`config.mk`:
```
export PLATFORM = sky130hd
export DESIGN_NAME = mem_port_arbiter
export DESIGN_NICKNAME = d
export VERILOG_FILES = /design/src/rtl/mem_port_arbiter.sv
export SDC_FILE = /design/constraint.sdc
export NUM_CORES = 1
export LEC_CHECK = 0
export ABC_AREA = 1
export CELL_PAD_IN_SITES_DETAIL_PLACEMENT = 1
export CELL_PAD_IN_SITES_GLOBAL_PLACEMENT = 1
export CORE_MARGIN = 1
export CORE_UTILIZATION = 27
export DETAILED_ROUTE_END_ITERATION = 10
export GPL_TIMING_DRIVEN = 0
export PLACE_DENSITY_LB_ADDON = 0.1
export SETUP_SLACK_MARGIN = 0.5
export SLEW_MARGIN = 40
export SYNTH_ARGS = -nofsm -noshare
export SYNTH_HDL_FRONTEND = slang
export SYNTH_SLANG_ARGS = --single-unit
```
`constraint.sdc`:
```
create_clock -name clk -period 1.7 [get_ports clk]
set_input_delay 0.17 -clock clk [delete_from_list [all_inputs] [get_ports clk]]
set_output_delay 0.17 -clock clk [all_outputs]
set_load 0.01 [all_outputs]
```
`src/rtl/mem_port_arbiter.sv`:
```
// mem_port_arbiter: shares one single-port memory bus between the instruction
// fetch port and the load/store port of the core, one transaction in flight.
// The selected command is captured into a registered command register that
// drives the memory bus; read data returns through one shared rdata register.
// Optional feature: define ARB_RR_EN for round-robin arbitration; the default
// build gives the data port fixed priority over fetch.
module mem_port_arbiter #(
  parameter int ADDR_W = 32,
  parameter int DATA_W = 32
) (
  input  logic                clk,
  input  logic                rst_n,

  input  logic                if_req,
  input  logic [ADDR_W-1:0]   if_addr,
  output logic                if_gnt,
  output logic                if_rvalid,
  output logic [DATA_W-1:0]   if_rdata,

  input  logic                d_req,
  input  logic                d_we,
  input  logic [ADDR_W-1:0]   d_addr,
  input  logic [DATA_W-1:0]   d_wdata,
  input  logic [DATA_W/8-1:0] d_wstrb,
  output logic                d_gnt,
  output logic                d_rvalid,
  output logic [DATA_W-1:0]   d_rdata,

  output logic                mem_req,
  output logic                mem_we,
  output logic [ADDR_W-1:0]   mem_addr,
  output logic [DATA_W-1:0]   mem_wdata,
  output logic [DATA_W/8-1:0] mem_wstrb,
  input  logic                mem_gnt,
  input  logic                mem_rvalid,
  input  logic [DATA_W-1:0]   mem_rdata
);

  typedef enum logic [1:0] {
    IDLE,
    ISSUE,
    WAIT
  } state_e;

  state_e                state_q, state_d;
  logic                  owner_fetch_q, owner_fetch_d;
  logic                  req_q, req_d;
  logic                  we_q, we_d;
  logic [ADDR_W-1:0]     addr_q, addr_d;
  logic [DATA_W-1:0]     wdata_q, wdata_d;
  logic [DATA_W/8-1:0]   wstrb_q, wstrb_d;
  logic [DATA_W-1:0]     rdata_q, rdata_d;
  logic                  if_rvalid_q, if_rvalid_d;
  logic                  d_rvalid_q, d_rvalid_d;
  logic                  if_win;
  logic                  d_win;

  // Pick at most one winner, and only while idle; grants are combinational.
  always_comb begin
    if_win = 1'b0;
    d_win  = 1'b0;
    if (state_q == IDLE) begin
`ifdef ARB_RR_EN
      if (if_req && d_req) begin
        if (owner_fetch_q) begin
          d_win = 1'b1;
        end else begin
          if_win = 1'b1;
        end
      end else begin
        if_win = if_req;
        d_win  = d_req;
      end
`else
      d_win  = d_req;
      if_win = if_req && !d_req;
`endif
    end
  end

  // Next-state, command capture and read-data return for the three-state FSM.
  always_comb begin
    state_d       = state_q;
    owner_fetch_d = owner_fetch_q;
    req_d         = req_q;
    we_d          = we_q;
    addr_d        = addr_q;
    wdata_d       = wdata_q;
    wstrb_d       = wstrb_q;
    rdata_d       = rdata_q;
    if_rvalid_d   = 1'b0;
    d_rvalid_d    = 1'b0;
    case (state_q)
      IDLE: begin
        if (d_win) begin
          state_d       = ISSUE;
          owner_fetch_d = 1'b0;
          req_d         = 1'b1;
          we_d          = d_we;
          addr_d        = d_addr;
          wdata_d       = d_wdata;
          wstrb_d       = d_wstrb;
        end else if (if_win) begin
          state_d       = ISSUE;
          owner_fetch_d = 1'b1;
          req_d         = 1'b1;
          we_d          = 1'b0;
          addr_d        = if_addr;
          wdata_d       = '0;
          wstrb_d       = '0;
        end
      end
      ISSUE: begin
        if (mem_gnt) begin
          req_d   = 1'b0;
          state_d = we_q ? IDLE : WAIT;
        end
      end
      WAIT: begin
        if (mem_rvalid) begin
          rdata_d     = mem_rdata;
          if_rvalid_d = owner_fetch_q;
          d_rvalid_d  = !owner_fetch_q;
          state_d     = IDLE;
        end
      end
      default: begin
        state_d = IDLE;
      end
    endcase
  end

  // State and datapath registers; reset abandons any transaction in flight.
  always_ff @(posedge clk or negedge rst_n) begin
    if (!rst_n) begin
      state_q       <= IDLE;
      owner_fetch_q <= 1'b0;
      req_q         <= 1'b0;
      we_q          <= 1'b0;
      addr_q        <= '0;
      wdata_q       <= '0;
      wstrb_q       <= '0;
      rdata_q       <= '0;
      if_rvalid_q   <= 1'b0;
      d_rvalid_q    <= 1'b0;
    end else begin
      state_q       <= state_d;
      owner_fetch_q <= owner_fetch_d;
      req_q         <= req_d;
      we_q          <= we_d;
      addr_q        <= addr_d;
      wdata_q       <= wdata_d;
      wstrb_q       <= wstrb_d;
      rdata_q       <= rdata_d;
      if_rvalid_q   <= if_rvalid_d;
      d_rvalid_q    <= d_rvalid_d;
    end
  end

  assign if_gnt    = if_win;
  assign d_gnt     = d_win;
  assign if_rvalid = if_rvalid_q;
  assign d_rvalid  = d_rvalid_q;
  assign if_rdata  = rdata_q;
  assign d_rdata   = rdata_q;
  assign mem_req   = req_q;
  assign mem_we    = we_q;
  assign mem_addr  = addr_q;
  assign mem_wdata = wdata_q;
  assign mem_wstrb = wstrb_q;

endmodule

```
==> flow_summary.yaml <==
run_status:
  outcome: "finished, final reports clean"
yosys:
  synth.area.top_cells: "dfrtp_1 (54%), nand2_1 (19%), buf_4 (5.5%)"
  synthCells: 599
  yosysWarnings: 0
  synth_top_cell_by_area: "dfrtp_1"
  yosysMostFrequentCell: "nand2_1"
  synth_top_area_share: 0.543
  synth-seq-area-share: 0.543
  synth_seq_cells: 107
  netlist-cell-type-count: 19
  synthArstFlopShare: 1.00
  synth_edf_count: 0
  syn_nets: 738
  syn_area_per_cell_um2: 8.24
  synth_commonest_cells: "nand2_1 (245), dfrtp_1 (107), inv_1 (72)"
  synth_ff_type: "dfrtp_1"
  netlist_area_um2: 4930
setup_path:
  crit_path_max_fanout: 8
  max_stage_delay_ns: 0.40
  cp_top_family: "buffers and inverters"
  crit_top_cell: "buf_6"
  start_kind: "register"
  end_kind: "register"
  path_buf_inv: 5
  path_cells: "nor2_4, buf_6, buf_6, buf_8, o21ai_4, clkinv_4, buf_6, nand3_2, nand2_1"
  worstPathRequired_ns: 1.93
  crit_type: "register to register"
  reg2reg_depth: 9
  cpMaxStageDelayCell: "dfrtp_1"
  arrival_ns: 1.81
  cp_num_cells: 9
clock_network:
  cts_buffers: 9
  cts-htree-levels: 3
  clock_latency_ns: 0.34
  cts_tree: "yes"
  cts.sinks: 107
  clock-root-buffer: "clkbuf_16"
  max-clock-path-buffers: 2
  clk_pin_slew_ns: 0.08
sta:
  drv_slew: 0
  setup_violations: 0
  hold_violations: 0
  rsz0062_at_grt: "yes"
  slew_headroom: 0.668
  fmax_mhz: 632
  timing.final.ws_setup_ns: 0.119
  fin_crit_sh: 0.930
  period_minus_slack_ns: 1.58
  worst_slew_pin_slew_ns: 0.499
  skew_ns: 0.00681
placed_design:
  dp_worst_setup_slack_ns: -0.346
  gp_congestion: 0.815
  dpl_cell_area_um2: 8010
  place_hpwl_um: 13500
  portBuffers: 275
power:
  powerDensity_nw_per_um2: 1710
  leakage_nw: 5.03
  ir_worst_vdd_mv: 0.895
die:
  ios: 277
  start_util: 0.275
  die_area_um2: 18800
  chipHeight_um: 137
  die_w_um: 137
  rows: 49
  coreArea_um2: 18000
routing:
  first_pass_iters: 6
  vias_per_cell: 4.38
  routed-wl-met3_um: 1470
  vias: 5346
  highest_layer: "met4"
  drc: 0
  ant_nets: 0
  wl_met1_um: 8120
  met2_length_um: 11200
  totalWireLength_um: 21000
  drtIter0Drc: 178
  routedWlPerCell_um: 17.2
global_route:
  grt_pass1_wl_um: 29300
  grt_max_degree: 73
  grt_pass1_vias: 5475
  gr-total-overflow: 0
  grt_usage: 0.203
  grt_antenna_before_repair: 0
cells_and_area:
  final_area_um2: 9750
  drive_gt1_frac: 0.303
  area_delta_synth_final_pct: 97.7
  num_antenna_cells: 0
  nets: 1125
run:
  drv_cap: 0
worst_hold_path:
  min_path_type: "primary input to asynchronous set/reset pin"
-- kinds of logic after synthesis --
kind of cell | after synthesis | synth area share
buf+inv | 137 | 0.140
simple gates | 320 | 0.280
compound gates | 35 | 0.0378
flops | 107 | 0.543
-- final cells by class --
cell class | instances | area (um^2)
buffer | 63 | 652
fill | 2019 | 8210
sequential | 107 | 2680
tap | 229 | 287
clock buffer | 10 | 239
inverter | 74 | 288
timing repair buffer | 375 | 3700
clock inverter | 6 | 72.6
multi-input combinational | 356 | 1840
-- state kept, by name, summed over array words and instances, names as in the netlist --
| register | count |
|---|---|
| mem_addr | 32 |
| owner_fetch_q | 1 |
| d_rdata | 32 |
| mem_we | 1 |
| mem_req | 1 |
| d_rvalid | 1 |
| state_q | 2 |
| mem_wdata | 32 |
| mem_wstrb | 4 |
| if_rvalid | 1 |
-- report_power, final --
group          switching (W)  total (W)  internal, W
sequential          0.000788    0.00449      0.00370
combinational        0.00444    0.00993      0.00549
clock                0.00101    0.00222      0.00120
-- metal layers --
metal,GRT usage,vias up
li1,-,2568
met4,0.0415,0
met2,0.372,190
met5,0,-
met3,0.0541,11
met1,0.237,2577
-- worst paths after layout --
kind	startpoint	end	slack, ns
max in group asynchronous	rst_n	state_q[1]	0.70
min in group clk	d_req	mem_addr[3]	0.33
worst min register to register	owner_fetch_q	d_rvalid	0.44
worst min-delay path	rst_n	mem_wdata[7]	0.29
worst max-delay path	state_q[0]	mem_addr[21]	0.12
worst max register to register	state_q[0]	mem_addr[21]	0.12
-- timing repair --
item                                    CTS  global route
endpoints found under the setup margin  245           183
resized for setup                       456           161
setup buffers                            60            26
hold buffers                              1             0
endpoints found under the hold margin    35             0
cloned                                    4             9
pin swaps                                 9            17
-- metrics by stage --
stage	setup TNS (ns)	total power [W]	utilization	hold WS (ns)	instances
CTS	0	0.0154	0.510	0.275	1185
global placement	-408.10	0.0117	0.444	0.411	1103
floorplan	0	0.00766	-	-0.126	599
global route	0	0.0177	0.543	0.319	1220
finish	0	0.0166	0.543	0.292	1220
detailed placement	-0.668	0.0120	0.446	0.0620	1104
-- layout by cell type, fill, tap and decap left out, drive strengths merged --
master	instances
clkbuf	42
a21oi	1
dlygate4sd3	1
buf	193
bufinv	1
nand2	246
clkdlybuf4s50	136
nand3b	32
nor2	4
clkinvlp	1
o21ai	35
nand3	37
dfrtp	107
clkdlybuf4s15	75
inv	75
clkinv	3
dlymetal6s2s	1
nand4	1
Power figures use the tool's default switching activity.
